<file path="config.mk">
export PLATFORM = sky130hd
export DESIGN_NAME = mac_accum
export DESIGN_NICKNAME = d
export VERILOG_FILES = /design/src/rtl/mac_pkg.sv /design/src/rtl/mac_accum_sat_add.sv /design/src/rtl/mac_accum.sv
export SDC_FILE = /design/constraint.sdc
export NUM_CORES = 1
export LEC_CHECK = 0
export CAP_MARGIN = 20
export CORE_UTILIZATION = 48
export CTS_CLUSTER_DIAMETER = 100
export DETAILED_ROUTE_END_ITERATION = 10
export GPL_TIMING_DRIVEN = 0
export PLACE_DENSITY = 0.7
export SYNTH_ARGS = -nofsm -noshare
export SYNTH_HDL_FRONTEND = slang
export SYNTH_HIERARCHICAL = 1
export SYNTH_SLANG_ARGS = --single-unit
</file>
<file path="constraint.sdc">
create_clock -name clk -period 5 [get_ports clk]
set_input_delay 0.5 -clock clk [delete_from_list [all_inputs] [get_ports clk]]
set_output_delay 0.5 -clock clk [all_outputs]
set_load 0.02 [all_outputs]
</file>
<file path="src/rtl/mac_pkg.sv">
// Shared types and helpers for the saturating MAC accumulator.
package mac_pkg;

  typedef enum logic {StAccum, StHold} state_e;

  // Largest positive value of a two's-complement number of the given width.
  function automatic longint sat_max(input int unsigned acc_w);
    return (longint'(1) <<< (acc_w - 1)) - 1;
  endfunction

  function automatic longint sat_min(input int unsigned acc_w);
    return -(longint'(1) <<< (acc_w - 1));
  endfunction

  // Counter width able to hold max_terms itself.
  function automatic int unsigned cnt_w(input int unsigned max_terms);
    return $clog2(max_terms + 1);
  endfunction

endpackage

</file>
<file path="src/rtl/mac_accum_sat_add.sv">
// Combinational signed add of an accumulator and a sign-extended term, clamped to A_W bits.
module mac_accum_sat_add
  import mac_pkg::*;
#(
  parameter int unsigned A_W = 24,
  parameter int unsigned B_W = 24
) (
  input  logic [A_W-1:0] a_i,
  input  logic [B_W-1:0] b_i,
  output logic [A_W-1:0] sum_o,
  output logic           clamp_o
);

  localparam logic signed [A_W:0] Max = (A_W + 1)'(sat_max(A_W));
  localparam logic signed [A_W:0] Min = (A_W + 1)'(sat_min(A_W));

  logic signed [A_W:0] a_ext;
  logic signed [A_W:0] b_ext;
  logic signed [A_W:0] wide;

  // One guard bit is enough: the true sum of two A_W-bit values never overflows A_W+1 bits.
  assign a_ext = {a_i[A_W-1], a_i};
  assign b_ext = {{(A_W + 1 - B_W){b_i[B_W-1]}}, b_i};
  assign wide  = a_ext + b_ext;

  always_comb begin
    sum_o   = wide[A_W-1:0];
    clamp_o = 1'b0;
    if (wide > Max) begin
      sum_o   = Max[A_W-1:0];
      clamp_o = 1'b1;
    end else if (wide < Min) begin
      sum_o   = Min[A_W-1:0];
      clamp_o = 1'b1;
    end
  end

endmodule

</file>
<file path="src/rtl/mac_accum.sv">
// Saturating group accumulator for a signed product stream with a held valid/ready result port.
module mac_accum
  import mac_pkg::*;
#(
  parameter int unsigned PROD_W    = 15,
  parameter int unsigned ACC_W     = 24,
  parameter int unsigned MAX_TERMS = 256
) (
  input  logic                          clk,
  input  logic                          rst,
  input  logic                          in_valid,
  output logic                          in_ready,
  input  logic [PROD_W-1:0]             in_prod,
  input  logic                          in_last,
  output logic                          out_valid,
  input  logic                          out_ready,
  output logic [ACC_W-1:0]              out_sum,
  output logic [cnt_w(MAX_TERMS)-1:0]   out_count,
  output logic                          out_sat
);

  localparam int unsigned CntW = cnt_w(MAX_TERMS);

  state_e            state_q, state_d;
  logic [ACC_W-1:0]  acc_q, acc_d;
  logic [CntW-1:0]   cnt_q, cnt_d;
  logic              sat_q, sat_d;
  logic              out_valid_q, out_valid_d;
  logic [ACC_W-1:0]  out_sum_q, out_sum_d;
  logic [CntW-1:0]   out_count_q, out_count_d;
  logic              out_sat_q, out_sat_d;

  logic [ACC_W-1:0]  prod_ext;
  logic [ACC_W-1:0]  sum;
  logic              clamp;
  logic [CntW-1:0]   cnt_inc;
  logic              accept;

  assign prod_ext = {{(ACC_W - PROD_W){in_prod[PROD_W-1]}}, in_prod};
  assign cnt_inc  = cnt_q + 1'b1;
  assign in_ready = (state_q == StAccum) && !rst;
  assign accept   = in_valid && in_ready;

  mac_accum_sat_add #(
    .A_W(ACC_W),
    .B_W(ACC_W)
  ) u_sat_add (
    .a_i    (acc_q),
    .b_i    (prod_ext),
    .sum_o  (sum),
    .clamp_o(clamp)
  );

  always_comb begin
    state_d     = state_q;
    acc_d       = acc_q;
    cnt_d       = cnt_q;
    sat_d       = sat_q;
    out_valid_d = out_valid_q;
    out_sum_d   = out_sum_q;
    out_count_d = out_count_q;
    out_sat_d   = out_sat_q;
    case (state_q)
      StAccum: begin
        if (accept) begin
          if (in_last || (cnt_inc == CntW'(MAX_TERMS))) begin
            out_sum_d   = sum;
            out_count_d = cnt_inc;
            out_sat_d   = sat_q | clamp;
            out_valid_d = 1'b1;
            acc_d       = '0;
            cnt_d       = '0;
            sat_d       = 1'b0;
            state_d     = StHold;
          end else begin
            acc_d = sum;
            cnt_d = cnt_inc;
            sat_d = sat_q | clamp;
          end
        end
      end
      StHold: begin
        if (out_valid_q && out_ready) begin
          out_valid_d = 1'b0;
          state_d     = StAccum;
        end
      end
      default: state_d = StAccum;
    endcase
  end

  always_ff @(posedge clk) begin
    if (rst) begin
      state_q     <= StAccum;
      acc_q       <= '0;
      cnt_q       <= '0;
      sat_q       <= 1'b0;
      out_valid_q <= 1'b0;
      out_sum_q   <= '0;
      out_count_q <= '0;
      out_sat_q   <= 1'b0;
    end else begin
      state_q     <= state_d;
      acc_q       <= acc_d;
      cnt_q       <= cnt_d;
      sat_q       <= sat_d;
      out_valid_q <= out_valid_d;
      out_sum_q   <= out_sum_d;
      out_count_q <= out_count_d;
      out_sat_q   <= out_sat_d;
    end
  end

  assign out_valid = out_valid_q;
  assign out_sum   = out_sum_q;
  assign out_count = out_count_q;
  assign out_sat   = out_sat_q;

endmodule
</file>
==> impl_results.rst, run 1 <==
.. list-table::
   :header-rows: 1

   * - Metric
     - Value
   * - Run status
     - finished, final reports clean
   * - Number of slew-limit violations in the final report
     - 0
   * - Required @ worst endpoint
     - 5240 ps
   * - Number of resized instances in the post-cts repair step
     - 0
   * - Routability congestion estimate from global placement
     - 0.913
   * - Total gr overflow
     - 0
   * - Full die area
     - 0.0110 mm^2
   * - Routed wire per std cell
     - 17.6 um
   * - First-iteration detailed-routing DRC count
     - 348
   * - First-pass iteration count of the detailed router
     - 5
   * - Largest area contributor in the synthesized netlist
     - dfxtp_1
   * - Pin count of the biggest net entering global routing
     - 13
   * - Port Buf Inserts
     - 54
   * - Cts-stage hold buffer count
     - 0
   * - Count of boundary I/O pins
     - 56
   * - Clk_skew
     - 15.8 ps
   * - Highest-count cells in the layout ignoring fill and taps
     - dfxtp_1 (70), a21oi_1 (61), clkdlybuf4s50_1 (54)
   * - Share of the cycle needed by the critical path after routing
     - 0.750
   * - Worst Tran Pin Value
     - 819 ps
   * - Number of diodes added for antenna fixing
     - 0
   * - Global-route wire length before repair
     - 22.6 mm
   * - Worst IR Drop VDD
     - 0.000164 V
   * - Post-detailed-route via-to-cell ratio
     - 6.09
   * - Hold path startpoint
     - acc_q[0]
   * - Initial antenna violation count
     - 0
   * - Finished Layout Cells
     - 790
   * - Most area-consuming cells after synthesis
     - dfxtp_1 (28%), ha_1 (6.2%), a21oi_1 (6.0%)
   * - Sequential cell area in the final layout
     - 0.00140 mm^2
   * - Longest Clk Path Bufs
     - 2
   * - Startpoint of the most critical register-to-register path
     - acc_q[0]
   * - Number of enable flip-flop cells after synthesis
     - 0
   * - Synth Net Count
     - 631
   * - Count of cell types in the netlist
     - 86
   * - Layout Area Growth over Synthesis
     - 18.4%
   * - Number of sinks handled by clock tree synthesis
     - 70
   * - Total clock buffers created by CTS
     - 9
   * - Buffer cell driving the clock tree root
     - clkbuf_8
   * - Row count
     - 37
   * - Timing startpoint of the critical path
     - in_prod[14]
   * - Number of levels in the clock H-tree
     - 3
   * - Number of setup buffers added after CTS
     - 0
   * - Starting utilization of the core area
     - 0.493
   * - Crit path capture type
     - flip-flop
   * - Worst hold slack
     - 459 ps
   * - Maximum capacitance violations
     - 0
   * - FMAX
     - 267 MHz
   * - WS Path Type
     - input port to flip-flop
   * - Final Critical Period
     - 3750 ps
   * - # fillers
     - 960
   * - Setup repair after global routing missed its margin
     - false
   * - Worst Setup Start Kind
     - input port
   * - Synthesized instance count
     - 585
   * - Min-delay worst type
     - flip-flop to flip-flop
   * - Multi-input gate area in the final layout
     - 0.00338 mm^2
   * - Routed Wire Length
     - 13.9 mm
   * - Vias in the first global route
     - 4469
   * - Total power divided by cell area
     - 287 mW/mm^2
   * - Post-detailed-route count of antenna-violating nets
     - 0
   * - Vertical die dimension
     - 105 um
   * - Final HPWL DP
     - 10.5 mm
   * - Clock network latency to the later pin of the worst-skew pair
     - 350 ps
   * - FF+latch count, synth
     - 70
   * - Overall routing resource usage
     - 0.254
   * - # placed instances
     - 775
   * - Syn. warnings
     - 6
   * - Average cell area after synthesis
     - 8.65 um^2
   * - Largest fanout of any net on the critical path
     - 10
   * - Vias
     - 4812
   * - Flip-flop cell with the highest count after synthesis
     - dfxtp_1
   * - Fraction of layout instances using a drive strength above 1
     - 0.145
   * - Share of the synthesized area in the top cell type
     - 0.277
   * - Share of async-settable or async-resettable flops after synthesis
     - 0
   * - R2R Setup Slk
     - 1620 ps
   * - Final hold violations
     - 0
   * - CTS tree
     - built
   * - Share of the core filled with cells
     - 0.583
   * - Leak
     - 0.00240 uW
   * - Worst rel slew slack
     - 0.447
   * - # setup viols final
     - 0
   * - Cell Area, Synth
     - 0.00506 mm^2
   * - Post-route DRC
     - 0
   * - Clock transition at the register clock pins on the worst setup and hold paths after CTS
     - 80 ps
   * - Number of nets in the final layout
     - 696
   * - Die X-Extent
     - 105 um
   * - Core area
     - 0.0103 mm^2
   * - Total power after layout
     - 1720 uW
   * - Proportion of synthesized chip area in sequential cells
     - 0.277
   * - Endpoint arrival time on the critical path
     - 3990 ps
   * - Most frequent standard cell in the layout excluding fill and tap cells
     - dfxtp_1
   * - Total Neg Setup Slack
     - 0 ps
power breakdown:
part / switching [uW] / internal (uW)
clock network: 223 / 294
logic: 335 / 249
registers: 23.9 / 597
total: 582 / 1140
kinds of logic (layout without fill, tap and decap cells):
group / count (synthesis) / after routing / share of synthesized area
adder cells (fa/ha/maj): 30 / 30 / 0.0739
AND/OR/NAND/NOR: 199 / 199 / 0.221
buffers and inverters: 52 / 121 / 0.0561
AO/OA/AOI/OAI: 177 / 177 / 0.244
multiplexers: 37 / 37 / 0.0937
flip-flops: 70 / 70 / 0.277
XOR/XNOR: 20 / 20 / 0.0346
per-layer routing:
| layer | track usage | vias to the layer above | routed length (um) |
|---|---|---|---|
| li1 | - | 2311 | - |
| met1 | 0.348 | 2292 | 6280 |
| met2 | 0.408 | 182 | 6390 |
| met3 | 0.0437 | 27 | 936 |
| met4 | 0.0765 | 0 | 261 |
| met5 | 0 | - | 0 |
Yosys cell counts (3+ instances only):
cell	number
dfxtp_1	70
a21oi_1	61
nand2_1	50
nand4_1	33
nor2b_1	28
ha_1	25
o21ai_0	25
nor2_1	22
mux2_4	19
nand3_1	16
clkbuf_1	15
a21o_1	13
nand2b_1	13
mux2i_1	11
xnor2_1	11
buf_2	9
inv_1	9
xor2_1	9
o211ai_1	8
a211oi_1	7
buf_6	7
mux2_2	7
nor3_1	6
a31oi_1	5
and3_1	5
buf_4	5
a22o_1	4
buf_1	4
a211o_1	3
a21boi_0	3
a21oi_2	3
and4b_1	3
maj3_1	3
nand3b_1	3
o21a_1	3
o41ai_1	3
worst paths after layout:
kind,end,cells past startpoint
min,acc_q[0],2
max reg2reg,acc_q[10],13
max,out_sum[21],12
min reg2reg,acc_q[0],2
layout make-up:
class                      count  share of cell area
clock inverter                 5              0.0138
multi-input combinational    463               0.563
clock buffer                  10              0.0230
buffer                        43              0.0418
tap                          136              0.0284
inverter                       9             0.00564
timing repair buffer          54              0.0902
sequential                    70               0.234
through the flow:
step	area (um^2)	setup WS [ps]
6_report	5990	1250
5_1_grt	5990	1100
4_1_cts	5990	1260
3_5_place_dp	5770	890
3_3_place_gp	5770	988
2_1_floorplan	5060	2050
state kept, by name (all words and copies together) (netlist names):
name	cells
out_sum	24
out_count	9
out_valid	1
out_sat	1
acc_q	24
state_q	1
cnt_q	9
sat_q	1
critical path: stages:
cell and delay [ps]:
clkdlybuf4s50_1 780, ha_1 340, buf_6 140, a21oi_1 230
o21ai_0 220, a211oi_4 420, o2111ai_2 270, buf_4 260
buf_4 180, nand4_1 90, nand4_1 230, mux2_4 340
(Power assumes the default switching activity.)
==> run 2, diff against run 1 <==
Clock period 5 ns to 3.6 ns, I/O delays scaled along.
==> impl_results.rst, run 2 (synthesis results as in run 1) <==
.. list-table::
   :header-rows: 1

   * - Metric
     - Value
   * - Placed Area
     - 0.00577 mm^2
   * - Number of sinks handled by clock tree synthesis
     - 70
   * - Worst rel slew slack
     - 0.424
   * - First-pass iteration count of the detailed router
     - 5
   * - Number of levels in the clock H-tree
     - 3
   * - Final HPWL DP
     - 10.5 mm
   * - Clk_skew
     - 15.9 ps
   * - Final hold violations
     - 0
   * - Highest-utilization routing layer at the global route stage
     - met2
   * - Worst hold path stage count
     - 2
   * - Crit path capture type
     - flip-flop
   * - Startpoint of the most critical register-to-register path
     - acc_q[0]
   * - Number of nets in the final layout
     - 696
   * - Vertical die dimension
     - 105 um
   * - Clock transition at the register clock pins on the worst setup and hold paths after CTS
     - 80 ps
   * - Routed Wire Length
     - 13.9 mm
   * - Port Buf Inserts
     - 54
   * - Total gr overflow
     - 0
   * - Most frequent standard cell in the layout excluding fill and tap cells
     - dfxtp_1
   * - Worst hold slack
     - 459 ps
   * - Worst Setup Start Kind
     - input port
   * - WS Path Type
     - input port to flip-flop
   * - Multi-input gate area in the final layout
     - 0.00339 mm^2
   * - Maximum capacitance violations
     - 0
   * - Run status
     - finished, final reports clean
   * - Count of boundary I/O pins
     - 56
   * - Die X-Extent
     - 105 um
   * - Final worst-path setup slack
     - 116 ps
   * - Sequential cell area in the final layout
     - 0.00140 mm^2
   * - Reg-to-Reg End
     - acc_q[13]
   * - Worst IR Drop VDD
     - 0.000227 V
   * - # setup viols final
     - 0
   * - Leak
     - 0.00241 uW
   * - Buffer cell driving the clock tree root
     - clkbuf_8
   * - Routed wire per std cell
     - 17.6 um
   * - Pin count of the biggest net entering global routing
     - 13
   * - Endpoint arrival time on the critical path
     - 3760 ps
   * - Final Critical Period
     - 3480 ps
   * - Post-detailed-route count of antenna-violating nets
     - 0
   * - R2R Setup Slk
     - 290 ps
   * - Initial antenna violation count
     - 0
   * - Row count
     - 37
   * - Fraction of met1 tracks used by global routing
     - 0.348
   * - Worst Tran Pin Value
     - 853 ps
   * - Global-route wire length before repair
     - 22.6 mm
   * - Post-route design area
     - 0.00601 mm^2
   * - Total clock buffers created by CTS
     - 9
   * - Largest fanout of any net on the critical path
     - 10
   * - Routability congestion estimate from global placement
     - 0.913
   * - Post-route DRC
     - 0
   * - Layout Area Growth over Synthesis
     - 18.7%
   * - Clock network latency to the later pin of the worst-skew pair
     - 350 ps
   * - # fillers
     - 958
   * - First-iteration detailed-routing DRC count
     - 345
   * - Met3 layer usage reported by global route
     - 0.0437
   * - FMAX
     - 287 MHz
   * - Vias in the first global route
     - 4469
   * - Total Neg Setup Slack
     - 0 ps
   * - Starting utilization of the core area
     - 0.493
   * - Number of slew-limit violations in the final report
     - 0
   * - Longest Clk Path Bufs
     - 2
   * - Vias
     - 4797
   * - Total power divided by cell area
     - 398 mW/mm^2
   * - Setup repair after global routing missed its margin
     - false
   * - Number of cells on the worst reg-to-reg path
     - 13
   * - Number of setup buffers added after CTS
     - 0
   * - Core area
     - 0.0103 mm^2
   * - Min-Delay Endpoint
     - acc_q[0]
   * - Hold path startpoint
     - acc_q[0]
   * - Post-place setup slack
     - -370 ps
   * - Global routing met2 resource utilization
     - 0.408
   * - Post-detailed-route via-to-cell ratio
     - 6.07
   * - Share of the cycle needed by the critical path after routing
     - 0.968
   * - Required @ worst endpoint
     - 3880 ps
   * - Min-delay worst type
     - flip-flop to flip-flop
   * - Full die area
     - 0.0110 mm^2
   * - Highest-count cells in the layout ignoring fill and taps
     - dfxtp_1 (70), a21oi_1 (61), clkdlybuf4s50_1 (53)
   * - Number of diodes added for antenna fixing
     - 0
   * - Fraction of layout instances using a drive strength above 1
     - 0.145
   * - CTS tree
     - built
   * - Overall routing resource usage
     - 0.254
   * - Share of the core filled with cells
     - 0.584
run 2: changes by cell type in the layout (fill, tap and decap cells not counted):
cell	before	now
o2111ai_4	0	1
o2111ai_2	1	0
dlymetal6s2s_1	0	1
clkdlybuf4s50_1	54	53
run 2: routing by layer:
layer	up-vias	part of all wire
li1	2311	-
met1	2265	0.45
met2	195	0.46
met3	26	0.075
met4	0	0.017
met5	-	0
run 2: cell type report:
cell class                 instances  share of cell area
multi-input combinational        463               0.564
sequential                        70               0.233
timing repair buffer              54              0.0904
buffer                            43              0.0417
tap                              136              0.0283
clock buffer                      10              0.0229
clock inverter                     5              0.0137
inverter                           9             0.00562
run 2: how the worst max path moves through the flow:
stage	startpoint	to	slack [ps]	cells past startpoint
2_1_floorplan	in_prod[0]	acc_q[13]	790	13
3_3_place_gp	in_prod[14]	out_sum[21]	-270	12
3_5_place_dp	in_prod[14]	out_sum[21]	-370	12
4_1_cts	in_prod[14]	out_sum[21]	0.01	12
5_1_grt	in_prod[0]	acc_q[22]	20	15
6_report	in_prod[0]	acc_q[13]	120	14
run 2: critical path, cell delays in order:
cell and delay, ps:
clkdlybuf4s50_1 480, ha_1 200, inv_1 70, fa_1 400, nand2b_1 180, a21o_1 200, a21boi_2 330, a211oi_4 170
o2111ai_4 320, buf_4 230, a21oi_1 80, o32ai_1 440, nand4_1 140, a21oi_1 160
run 2: per-stage QoR:
| stage | cells | power, uW |
|---|---|---|
| 2_1_floorplan | 585 | 1440 |
| 3_3_place_gp | 775 | 1660 |
| 3_5_place_dp | 775 | 1670 |
| 4_1_cts | 790 | 2390 |
| 5_1_grt | 790 | 2510 |
| 6_report | 790 | 2390 |
run 2: where the power goes:
group          switching [uW]  leakage, uW  internal [uW]  total, uW
Combinational             467      0.00173            347        814
Sequential               33.1     0.000571            829        862
Clock                     309     0.000113            408        717
Total                     809      0.00241           1580       2390
run 2: what timing repair did:
item,in CTS,in global routing
gates resized for setup,0,2
hold buffers,0,0
endpoints found under the setup margin,0,23
